File: src/rtl/mcu_key_scanner.sv
// -----------------------------------------------------------------------------
// mcu_key_scanner
//   Autonomous key-matrix scanner and debouncer in front of the mcu core.
//   It drives one matrix column low at a time, senses the rows, and debounces
//   the complete matrix snapshot. When a key is newly pressed, the key code is
//   latched onto the core's port A input nibble. The status goes to port B.
//   Service is requested on the active-low _INT pin.
//
// Parameters
//   NCOLS        number of matrix columns (1..4)
//   DWELL        clk cycles each column is driven (>= 4)
//   DEBOUNCE     identical consecutive full scans needed to accept a change (1..15)
//   REPEAT_SCANS scans between auto-repeat events (only with KEY_REPEAT_EN)
//
// Ports
//   clk       system clock (shared with the mcu core)
//   reset     synchronous, active-high reset
//   row_n     raw row sense lines, active low, asynchronous to clk
//   col_n     column drive, active low, one-hot-low while scanning
//   int_ack   firmware acknowledge (a port E bit), sampled every clk
//   key_code  {col[1:0], row[1:0]} of the latched key (to prtAI)
//   key_stat  {pressed, multi, overrun, valid} (to prtBI)
//   _INT      interrupt request to the core, active low
//
// Optional feature
//   Define KEY_REPEAT_EN to generate the auto-repeat counter. If it is not
//   defined, a held key produces exactly one event.
//
// Service handshake
//   A press event sets valid and drives _INT low. If valid is still set when
//   the next press event arrives, the new key is dropped and overrun is set.
//   When int_ack is high in any cycle, valid and overrun clear and _INT
//   returns high on the next edge. If a press event lands in the same cycle
//   as int_ack, the press wins: the new code is latched, valid stays set,
//   overrun clears, and _INT stays low. _INT is always the registered ~valid.
// -----------------------------------------------------------------------------
module mcu_key_scanner #(
  parameter int NCOLS        = 4,
  parameter int DWELL        = 64,
  parameter int DEBOUNCE     = 3,
  parameter int REPEAT_SCANS = 32
) (
  input  logic             clk,
  input  logic             reset,
  input  logic [3:0]       row_n,
  output logic [NCOLS-1:0] col_n,
  input  logic             int_ack,
  output logic [3:0]       key_code,
  output logic [3:0]       key_stat,
  output logic             _INT
);

  localparam int         NB        = NCOLS * 4;
  localparam int         DW        = $clog2(DWELL);
  localparam logic [1:0] LAST_COL  = 2'(NCOLS - 1);
  localparam logic [DW-1:0] LAST_DWELL = DW'(DWELL - 1);

  if (NCOLS < 1 || NCOLS > 4 || DWELL < 4 || DEBOUNCE < 1 || DEBOUNCE > 15 ||
      REPEAT_SCANS < 1) begin : g_bad_params
    $error("mcu_key_scanner: illegal parameter value");
  end

  // Scan FSM: ST_SCAN walks the columns, ST_EVAL is the one-cycle debounce slot.
  typedef enum logic {
    ST_SCAN = 1'b0,
    ST_EVAL = 1'b1
  } state_t;

  state_t        state, state_next;
  logic [1:0]    col_idx, col_idx_next;
  logic [DW-1:0] dwell_cnt, dwell_next;
  logic          sample;

  // Row synchronizer. It resets to all-ones, so no key is seen as closed.
  logic [3:0]    row_meta, row_sync;
  logic [3:0]    rows;

  // Matrix images, bit index = col*4 + row, 1 = key closed.
  logic [NB-1:0] snapshot, prev_snap, debounced;
  logic [3:0]    match_cnt, match_next;

  logic          pressed_q, multi_q, overrun_q, valid_q, int_n_q;
  logic [3:0]    code_q;

  logic          accept, press_evt, repeat_evt, any_evt, multi_new;
  logic [3:0]    first_idx, evt_code, code_next;
  logic          valid_next, overrun_next;

  assign rows = ~row_sync;

  // ---------------------------------------------------------------------------
  // Scan FSM, next state
  // ---------------------------------------------------------------------------
  always_comb begin
    state_next   = state;
    col_idx_next = col_idx;
    dwell_next   = dwell_cnt;
    sample       = 1'b0;
    case (state)
      ST_SCAN: begin
        if (dwell_cnt == LAST_DWELL) begin
          sample     = 1'b1;
          dwell_next = '0;
          if (col_idx == LAST_COL) begin
            state_next = ST_EVAL;
          end else begin
            col_idx_next = col_idx + 2'd1;
          end
        end else begin
          dwell_next = dwell_cnt + DW'(1);
        end
      end
      ST_EVAL: begin
        state_next   = ST_SCAN;
        col_idx_next = 2'd0;
        dwell_next   = '0;
      end
      default: begin
        state_next   = ST_SCAN;
        col_idx_next = 2'd0;
        dwell_next   = '0;
      end
    endcase
  end

  // Column drive comes straight from the scan position. Reset overrides it,
  // so all columns stay high while reset is held. Column 0 is driven in the
  // very first cycle after release.
  always_comb begin
    col_n = '1;
    if (!reset && state == ST_SCAN) begin
      col_n = ~(NCOLS'(1) << col_idx);
    end
  end

  // ---------------------------------------------------------------------------
  // Debounce and event decode (only meaningful in ST_EVAL)
  // ---------------------------------------------------------------------------
`ifdef KEY_REPEAT_EN
  localparam int RW = $clog2(REPEAT_SCANS + 1);
  logic [RW-1:0] rep_cnt;
  logic [3:0]    deb_idx;
  logic          deb_single;
  logic          rep_hit;
`endif

  always_comb begin
    if (snapshot == prev_snap) begin
      match_next = (match_cnt == 4'd15) ? 4'd15 : match_cnt + 4'd1;
    end else begin
      match_next = 4'd1;
    end

    // Lowest set bit is the lowest column, then the lowest row.
    first_idx = 4'd0;
    for (int i = NB - 1; i >= 0; i--) begin
      if (snapshot[i]) first_idx = 4'(i);
    end
    multi_new = |(snapshot & (snapshot - NB'(1)));

    accept    = (state == ST_EVAL) && (match_next == 4'(DEBOUNCE)) &&
                (snapshot != debounced);
    press_evt = accept && (debounced == '0);

    repeat_evt = 1'b0;
`ifdef KEY_REPEAT_EN
    deb_idx = 4'd0;
    for (int i = NB - 1; i >= 0; i--) begin
      if (debounced[i]) deb_idx = 4'(i);
    end
    deb_single = (debounced != '0) && !(|(debounced & (debounced - NB'(1))));
    rep_hit    = deb_single && (deb_idx == code_q);
    repeat_evt = (state == ST_EVAL) && !accept && rep_hit &&
                 (rep_cnt == RW'(REPEAT_SCANS - 1));
`endif

    any_evt  = press_evt || repeat_evt;
    evt_code = press_evt ? first_idx : code_q;

    valid_next   = valid_q;
    overrun_next = overrun_q;
    code_next    = code_q;
    if (int_ack) begin
      valid_next   = 1'b0;
      overrun_next = 1'b0;
    end
    if (any_evt) begin
      // A press is dropped only when the previous one is still unserviced.
      if (valid_q && !int_ack) begin
        overrun_next = 1'b1;
      end else begin
        code_next    = evt_code;
        valid_next   = 1'b1;
        overrun_next = 1'b0;
      end
    end
  end

  // ---------------------------------------------------------------------------
  // State registers
  // ---------------------------------------------------------------------------
  always_ff @(posedge clk) begin
    if (reset) begin
      state     <= ST_SCAN;
      col_idx   <= 2'd0;
      dwell_cnt <= '0;
      row_meta  <= 4'hF;
      row_sync  <= 4'hF;
      snapshot  <= '0;
      prev_snap <= '0;
      debounced <= '0;
      match_cnt <= 4'd0;
      pressed_q <= 1'b0;
      multi_q   <= 1'b0;
      overrun_q <= 1'b0;
      valid_q   <= 1'b0;
      code_q    <= 4'd0;
      int_n_q   <= 1'b1;
    end else begin
      state     <= state_next;
      col_idx   <= col_idx_next;
      dwell_cnt <= dwell_next;
      row_meta  <= row_n;
      row_sync  <= row_meta;

      if (sample) begin
        for (int c = 0; c < NCOLS; c++) begin
          if (col_idx == 2'(c)) snapshot[c*4 +: 4] <= rows;
        end
      end

      if (state == ST_EVAL) begin
        prev_snap <= snapshot;
        match_cnt <= match_next;
      end

      if (accept) begin
        debounced <= snapshot;
        pressed_q <= (snapshot != '0);
        multi_q   <= multi_new;
      end

      valid_q   <= valid_next;
      overrun_q <= overrun_next;
      code_q    <= code_next;
      int_n_q   <= ~valid_next;
    end
  end

`ifdef KEY_REPEAT_EN
  // Counts scans while the single held key is the latched one. Any accepted
  // matrix change restarts the count.
  always_ff @(posedge clk) begin
    if (reset) begin
      rep_cnt <= '0;
    end else if (state == ST_EVAL) begin
      if (accept || !rep_hit || repeat_evt) begin
        rep_cnt <= '0;
      end else begin
        rep_cnt <= rep_cnt + RW'(1);
      end
    end
  end
`endif

  assign key_code = code_q;
  assign key_stat = {pressed_q, multi_q, overrun_q, valid_q};
  assign _INT     = int_n_q;

endmodule

File: config.mk
export PLATFORM = sky130hd
export DESIGN_NAME = mcu_key_scanner
export DESIGN_NICKNAME = d
export VERILOG_FILES = /design/src/rtl/mcu_key_scanner.sv
export SDC_FILE = /design/constraint.sdc
export NUM_CORES = 1
export LEC_CHECK = 0
export BUFFER_PORTS_ARGS = -buffer_cell sky130_fd_sc_hd__buf_4
export CAP_MARGIN = 10
export CORE_MARGIN = 3
export CORE_UTILIZATION = 45
export DETAILED_ROUTE_END_ITERATION = 10
export PLACE_DENSITY = 0.71
export SLEW_MARGIN = 40
export SYNTH_ARGS = -nofsm -noshare
export SYNTH_HDL_FRONTEND = slang
export SYNTH_SLANG_ARGS = --single-unit
File: constraint.sdc
create_clock -name clk -period 4 [get_ports clk]
set_clock_uncertainty 0.2 [all_clocks]
set_input_delay 0.2 -clock clk [delete_from_list [all_inputs] [get_ports clk]]
set_output_delay 0.2 -clock clk [all_outputs]
set_load 0.005 [all_outputs]
# Yosys cells after proc, flatten, opt, wreduce, memory -nomap -nowiden
# Cells that the tools add are included.
# classes
addsub	4
n_mul	0
n_div	0
magnitude_cmp	0
eq_ne	10
n_shift	1
mux	35
bitwise_logic	6
n_reduce_logical	18
# ops
cell	count
$mux W4	19
$and A16 B16 Y16	1
$eq A16 B16 Y1	1
$logic_not A16 Y1	1
$ne A16 B16 Y1	1
$reduce_bool A16 Y1	1
$reduce_or A16 Y1	1
$sub A16 B1 Y16 const B	1
$pmux W6 S2	1
$reduce_and A2 Y1	6
$mux W1	10
$not A4 Y4	2
$add A6 B1 Y6 const B	1
$eq A6 B6 Y1 const B	1
$mux W6	1
$logic_and A1 B1 Y1	5
$add A4 B1 Y4 const B	1
$eq A2 B2 Y1 const B	2
$eq A4 B2 Y1 const B	1
$eq A4 B4 Y1 const B	1
$mux W2	2
$ne A2 B2 Y1 const B	2
$pmux W2 S2	1
$shl A1 B2 Y4 const A	1
7 further kinds	10
# word_totals
register_bits	78
latch_bits	0
ramBits	0
rom_bits	0
input_bits	7
out_inout_bits	13
wordCells	92
mem_count	0

# Logic depth before layout (Yosys ltp)
# Gate-level depths: netlist of the first run.
# logic_depth
ltp_word	16
mapped_depth	9
depth_no_buf	7

# Least setup slack after synthesis of the first run
# OpenSTA, ideal clock, no wires.
# synth_timing
kind	reg-to-reg
from	register match_cnt[0]
to	register code_q[1], in the netlist key_code[1]
setup_time_ps	123
arrival_ps	2180
t_required_ps	3677
slack_ps	1497
path_stages_with_launch	8
path_buffers	1
synth_period_minus_slack_ps	2503
cell_sequence	dfxtp_1 ha_1 xor2_1 or3_1 or4b_1 buf_6 nor3_2 mux2_1
# synth_between
elab_chain_len	8
elab_cells_between_ends	9
classes_between	1 x add/sub; 2 x eq/ne; 2 x mux; 4 x reduce/logical
# synth_rtl
element	line	source
start: declaration	80	logic [3:0] match_cnt, match_next;
start signal: assignment	234	match_cnt <= match_next;
$add A4 B1 Y4 or $eq A4 B4 Y1 (tied branches)	149	match_next = (match_cnt == 4'd15) ? 4'd15 : match_cnt + 4'd1;
$mux W4 (*)	149	
$mux W4 (*)	148	if (snapshot == prev_snap) begin
$eq A4 B2 Y1 (*)	161	accept = (state == ST_EVAL) && (match_next == 4'(DEBOUNCE)) &&
$logic_and A1 B1 Y1 (*) (2 in series)	161	
$logic_and A1 B1 Y1 (*)	163	press_evt = accept && (debounced == '0);
$reduce_and A2 Y1 (no source line) (*)	-	
end signal: assignment	245	code_q <= code_next;
end: declaration	83	logic [3:0] code_q;
# Mark *: on every way between the ends. The rest lies on a longest branch, timed or not.
# A chain may end at the register's enable or synchronous reset.

# Worst setup path in the final report of the first run
# layout_timing
from	register snapshot[6]
to	register code_q[1], in the netlist key_code[1]
# layout_between
elab_chain_len	7
elab_cells_between_ends	15
classes_between	3 x eq/ne; 8 x mux; 4 x reduce/logical
# layout_rtl
element	line	source
start: declaration	79	logic [NB-1:0] snapshot, prev_snap, debounced;
start signal: indexed assignment	228	if (col_idx == 2'(c)) snapshot[c*4 +: 4] <= rows;
$eq A16 B16 Y1 or $mux W4 (tied branches)	148, 157	
$mux W4 (on tied branches)	148, 157	
$eq A4 B2 Y1 or $mux W4 (tied branches)	161, 157	
$logic_and A1 B1 Y1 or $mux W4 (tied branches) (2 in series)	161, 157	
$logic_and A1 B1 Y1 or $mux W4 (tied branches)	163, 157	
$reduce_and A2 Y1 (no source line) or $mux W4 (tied branches)	-	
# Several ways; a longest one is shown, not always the timed one.

==> run_results.csv, run 1 <==
group,metric,value,unit
floorplan,dieArea,9380,um^2
cells_and_area,fin_util,51.5,%
setup_path,rr_startpoint,"snapshot[6]",
logic_synthesis,synth_edf_count,0,
timing,tns,0,ps
pwr,p_leak,0.00142,uW
run,cap_violations,0,
logic_synthesis,synthesis.area,3710,um^2
cells_and_area,num_antenna_cells,0,
setup_path,arrival,2880,ps
timing,period_needed,2830,ps
logic_synthesis,syn_avg_cell_area,8.56,um^2
drt,post_drt_wl_per_cell,14.2,um
drt,drtIter0Drc,179,
clocking,clock-sinks,78,
setup_path,crit_path_start,"snapshot[6]",
clocking,h-tree-depth,3,
timing,rsz0062_at_grt,"no",
floorplan,die_w,96.8,um
worst_hold_path,min_from,"reset",
logic_synthesis,synth_ff_type,"dfxtp_1",
logic_synthesis,yosysTopAreaCell,"dfxtp_1",
drt,drcViolationCount,0,
logic_synthesis,synth-seq-cells,78,
worst_hold_path,min_path_cells,2,
logic_synthesis,ys_seq_area_share,42.0,%
drt,wl,7720,um
timing,worst_slew_pin_slew,759,ps
pwr,peakVddDrop,0.000232,V
timing,drv_slew,0,
drt,ant_nets,0,
logic_synthesis,yosys-top-cells-area,"dfxtp_1 42%, nor2_1 7.3%, xnor2_1 6.8%",
logic_synthesis,synth_most_common_cell,"dfxtp_1",
grt,grtUsageTotal,16.8,%
setup_path,cp-end-kind,"register",
floorplan,initial_core_util,47.1,%
logic_synthesis,yosysWarnings,0,
cells_and_area,syn_to_final_growth,9.30,%
clocking,cts_root_buf,"clkbuf_8",
timing,fmax,0.353,GHz
cells_and_area,drive_above_1_share,12.9,%
worst_hold_path,hp-class,"primary input to register",
cells_and_area,fin_cells,544,
clocking,cts_buffer_depth,2,
status,status,"finished clean",
placed_design,place_inst,524,
logic_synthesis,yosys-top-cells-count,"78 x dfxtp_1, 72 x nor2_1, 49 x nand2_1, 41 x a21oi_1, 29 x xnor2_1",
grt,grt_max_degree,78,
setup_path,reg2reg_depth,6,
timing,hold_viol_final,0,
setup_path,worstPathMaxFanout,12,
clocking,clk_pin_slew,80,ps
placed_design,io_buffers,19,
drt,via_count,2893,
drt,viasPerCell,5.32,
clocking,cts_tree,"built",
setup_path,critical_path_class,"register to register",
clocking,clk_latency,350,ps
drt,dr.pass1.iters,4,
cells_and_area,nets,451,
pwr,power_density,344,nW/um^2
logic_synthesis,yosys.area.top_type_share,42.0,%
grt,grt_pass1_vias,2683,
placed_design,dpl.hpwl,5290,um
grt,grt_overflow,0,
placed_design,gp_congestion,0.905,
timing,final-setup-viol-count,0,
logic_synthesis,postSynth.asyncResetShare,0,%
setup_path,cp_data_required_time,4040,ps
timing,hold_ws,170,ps
logic_synthesis,synth_fp_nets,447,
floorplan,die-height,96.8,um
logic_synthesis,syn_inst,434,
timing,fin_crit_sh,70.9,%
clocking,cts_buffers,9,
setup_path,setup.worst_path.start_class,"register",
grt,grt_pass1_wl,13100,um
logic_synthesis,yosysUniqueCellTypes,47,
floorplan,coreArea,7890,um^2
grt,antenna_found_initial,0,
floorplan,pin_count,20,
clocking,post_cts_buffers,0,
timing,slew-limit-headroom,49.4,%
floorplan,rows,32,
power breakdown:
part           internal (uW)  total (uW)  switching [uW]
Clock                    300         581             281
Sequential               782         787            5.13
Combinational           12.8        30.1            17.3
Total                   1090        1400             303
sequential cells by signal, indices dropped and copies added, names as in the netlist:
| register | count |
|---|---|
| col_idx | 2 |
| debounced | 16 |
| dwell_cnt | 6 |
| row_sync | 4 |
| multi_q | 1 |
| prev_snap | 16 |
| key_code | 4 |
| row_meta | 4 |
| _INT | 1 |
| snapshot | 16 |
| overrun_q | 1 |
| match_cnt | 4 |
| valid_q | 1 |
| pressed_q | 1 |
| state | 1 |
layout make-up:
| cell class | instances | area [um^2] |
|---|---|---|
| sequential | 78 | 1560 |
| clock buffer | 11 | 141 |
| multi-input combinational | 313 | 1930 |
| inverter | 8 | 30.0 |
| timing repair buffer | 28 | 223 |
| clock inverter | 4 | 47.5 |
| fill | 735 | 3830 |
| tap | 102 | 128 |
worst paths after layout:
path / endpoint / slack, ps
min: key_code[2] / 170
max: key_code[1] / 1170
max reg2reg: key_code[1] / 1170
min reg2reg: row_sync[1] / 210
metrics by stage:
| step | setup WS [ps] | power, uW | cell area [um^2] |
|---|---|---|---|
| after global placement | 1250 | 831 | 3820 |
| after CTS | 1180 | 1410 | 4060 |
| after global routing | 1030 | 1440 | 4060 |
| final | 1170 | 1400 | 4060 |
| after floorplan | 1500 | 821 | 3710 |
| after detailed placement | 1200 | 832 | 3820 |
layout by cell type, fill, tap and decap left out, types with 2 or more instances in the layout:
cell	n
xor2_1	3
nor4_1	8
clkinv_2	2
nand4_1	8
o41ai_1	3
ha_1	6
nand3_1	6
nor3_1	7
a211oi_1	3
and4b_1	2
inv_1	8
a21oi_1	41
xnor2_1	29
or2_2	8
nor2b_1	3
dfxtp_1	78
o21ai_0	11
dlygate4sd3_1	5
and3_1	3
nand4_2	2
nand2_1	49
clkbuf_8	10
a2111oi_0	2
buf_4	23
xnor2_2	6
nor2_1	72
mux2i_1	20
o31ai_1	2
routing by layer:
layer / global-route usage, % / vias up / share of wire (%)
met4: 6.59 / 0 / 1.2
met3: 3.24 / 11 / 5.5
met2: 24.6 / 72 / 43
met1: 24.3 / 1343 / 50
li1: - / 1467 / -
met5: 0 / - / 0
worst max-delay path, cell delays in order (launching register included):
cell	delay, ps
dfxtp_1	610
xnor2_1	190
nand4_2	150
nor4_4	450
or4b_1	560
nor3_2	240
mux2_1	330
timing repair:
item | CTS | global route
hold buffers | 5 | 0
gates resized for setup | 0 | 0
endpoints found under the setup margin | 0 | 0
hold endpoints to repair | 6 | 0
cell families (layout without fill, tap and decap cells):
kind of cell               Yosys count  after routing  share of synthesized area, %
and+or+nand+nor                    178            178                          22.8
DFF                                 78             78                          42.0
AOI/OAI and AO/OA                   70             70                          11.0
buffers and inverters               43             51                          6.20
xor gates and xnor gates            38             38                          10.2
muxes                               21             21                          5.69
adders and majority gates            6              6                          2.02
No activity file was read; power rests on OpenSTA's default activity.
==> run 2: changes to the inputs <==
ABC_AREA = 1   (was unset)
clock period = 2.69 ns   (was 4 ns; I/O delays follow)
==> run_results.csv, run 2 <==
group,metric,value,unit
status,status,"finished clean",
setup_path,worstPathMaxFanout,39,
pwr,peakVddDrop,0.000345,V
placed_design,io_buffers,19,
setup_path,cp_common_cell,"nand2_1",
grt,grtUsageTotal,19.8,%
setup_path,path_buf_inv,3,
pwr,p_leak,0.00190,uW
clocking,clock-sinks,78,
timing,tns,0,ps
grt,antenna_found_initial,0,
logic_synthesis,yosysTopAreaCell,"dfxtp_1",
floorplan,coreArea,7850,um^2
cells_and_area,num_antenna_cells,0,
logic_synthesis,postSynth.asyncResetShare,0,%
timing,fin_ws,191,ps
setup_path,critical_path_class,"register to register",
run,cap_violations,0,
clocking,clk_latency,360,ps
logic_synthesis,synth_ff_type,"dfxtp_1",
cells_and_area,seq_area,1560,um^2
cells_and_area,top_regs,"debounced (16), prev_snap (16), snapshot (16)",
floorplan,die_w,96.8,um
clocking,cts_resized,0,
placed_design,gp_congestion,0.878,
timing,worst_slew_pin_slew,667,ps
floorplan,die-height,96.8,um
setup_path,crit_path_start,"snapshot[13]",
drt,viasPerCell,5.15,
logic_synthesis,yosysWarnings,0,
clocking,cts_root_buf,"clkbuf_8",
placed_design,pre_cts_ws,250,ps
timing,period_needed,2500,ps
drt,drtIter0Drc,180,
logic_synthesis,synth_edf_count,0,
cells_and_area,nets,577,
floorplan,pin_count,20,
drt,wl,8930,um
drt,ant_nets,0,
timing,rsz0062_at_grt,"no",
cells_and_area,layout_commonest_cell,"nand2_1",
grt,grt_overflow,0,
setup_path,path_delay_family,"simple AND/OR/NAND/NOR gates",
cells_and_area,mostFrequentLayoutCells,"145 x nand2_1, 78 x dfxtp_1, 62 x nor2_1",
clocking,post_cts_buffers,0,
clocking,clk_pin_slew,80,ps
drt,post_drt_wl_per_cell,13.3,um
setup_path,slowest_stage,"dfxtp_1",
cells_and_area,multi_input_area,1780,um^2
clocking,cts_buffers,9,
worst_hold_path,min_from,"row_meta[0]",
logic_synthesis,syn_inst,538,
clocking,cts_tree,"built",
logic_synthesis,yosys-top-cells-area,"dfxtp_1 42%, nand2_1 15%, nor2_1 6.3%",
worst_hold_path,hp-class,"register to register",
setup_path,rr_startpoint,"snapshot[13]",
timing,hold_ws,222,ps
logic_synthesis,synth_most_common_cell,"nand2_1",
timing,fmax,0.400,GHz
logic_synthesis,yosysUniqueCellTypes,31,
timing,hold_viol_final,0,
floorplan,initial_core_util,47.3,%
timing,drv_slew,0,
clocking,cts_buffer_depth,2,
grt,grt_pass1_vias,3303,
timing,slew-limit-headroom,55.3,%
setup_path,cp_data_required_time,2740,ps
floorplan,dieArea,9370,um^2
logic_synthesis,synthesis.area,3710,um^2
cells_and_area,drive_above_1_share,11.1,%
pwr,power_density,527,nW/um^2
setup_path,arrival,2550,ps
setup_path,setup.worst_path.start_class,"register",
cells_and_area,fillers,754,
grt,grt_max_degree,40,
logic_synthesis,ys_seq_area_share,42.1,%
drt,drcViolationCount,0,
setup_path,reg2reg_slack,190,ps
logic_synthesis,yosys-top-cells-count,"146 x nand2_1, 78 x dfxtp_1, 62 x nor2_1, 58 x inv_1, 43 x a21oi_1",
logic_synthesis,synth-seq-cells,78,
setup_path,cp-end-kind,"register",
timing,final-setup-viol-count,0,
setup_path,slowest_delay,490,ps
cells_and_area,syn_to_final_growth,13.8,%
drt,via_count,3458,
setup_path,crit_chain,"inv_2, nand2_1, nand2_1, nor2_1, nand2_1, nor2_4, nand3_2, clkinv_1, nand3_2, nor2_4, buf_4, nand3_1, nor2b_1",
logic_synthesis,synth_fp_nets,551,
timing,fin_crit_sh,92.9,%
placed_design,dpl.hpwl,6200,um
clocking,h-tree-depth,3,
logic_synthesis,yosys.area.top_type_share,42.1,%
grt,grt_pass1_wl,15300,um
logic_synthesis,syn_avg_cell_area,6.89,um^2
drt,dr.pass1.iters,4,
floorplan,rows,32,
[run 2: path summary, 6_finish.rpt]
| path | depth (start not counted) | endpoint |
|---|---|---|
| hold / removal | 1 | row_sync[0] |
| setup / recovery | 13 | multi_q |
| setup reg to reg | 13 | multi_q |
| hold reg to reg | 1 | row_sync[0] |
[run 2: kinds of logic (layout without fill, tap and decap cells)]
group	after synthesis	after routing	share of synthesized area, %
AO/OA/AOI/OAI	106	106	15.2
AND/OR/NAND/NOR	252	252	28.6
XOR/XNOR	7	7	1.65
flip-flops	78	78	42.1
buffers and inverters	88	119	10.1
adder cells (fa/ha/maj)	7	7	2.29
[run 2: layout make-up]
type / instances / share of cell area (%)
clock inverters: 5 / 1.93
well taps: 102 / 3.02
multi-input cells: 372 / 42.1
flip-flops and latches: 78 / 37.0
clock buffers: 11 / 3.35
repair buffers: 32 / 6.29
inverters: 71 / 6.31
[run 2: repair_timing]
action                                  in CTS  in global routing
hold buffers                                10                  0
endpoints found under the setup margin       0                  0
endpoints found under the hold margin       13                  0
[run 2: metrics by stage]
stage	std cells	total power, uW	util [%]	instance area, um^2
3_3_place_gp	645	1250	49.6	3890
5_1_grt	671	2300	53.8	4220
2_1_floorplan	538	1230	-	3710
3_5_place_dp	645	1250	49.6	3890
4_1_cts	671	2230	53.7	4220
6_report	671	2230	53.8	4220
[run 2: where the power goes]
part	total (uW)	leakage (uW)	internal (uW)	switching (uW)
Sequential	1170	0.000631	1160	3.58
Clock	993	0.000110	550	443
Combinational	66.1	0.00116	29.9	36.2
[run 2: metal layers]
| layer | wire [um] | up-vias | track usage, % |
|---|---|---|---|
| met5 | 0 | - | 0 |
| met4 | 212 | 0 | 8.10 |
| met3 | 462 | 23 | 3.82 |
| met2 | 4150 | 95 | 31.8 |
| met1 | 4100 | 1574 | 26.1 |
| li1 | - | 1766 | - |
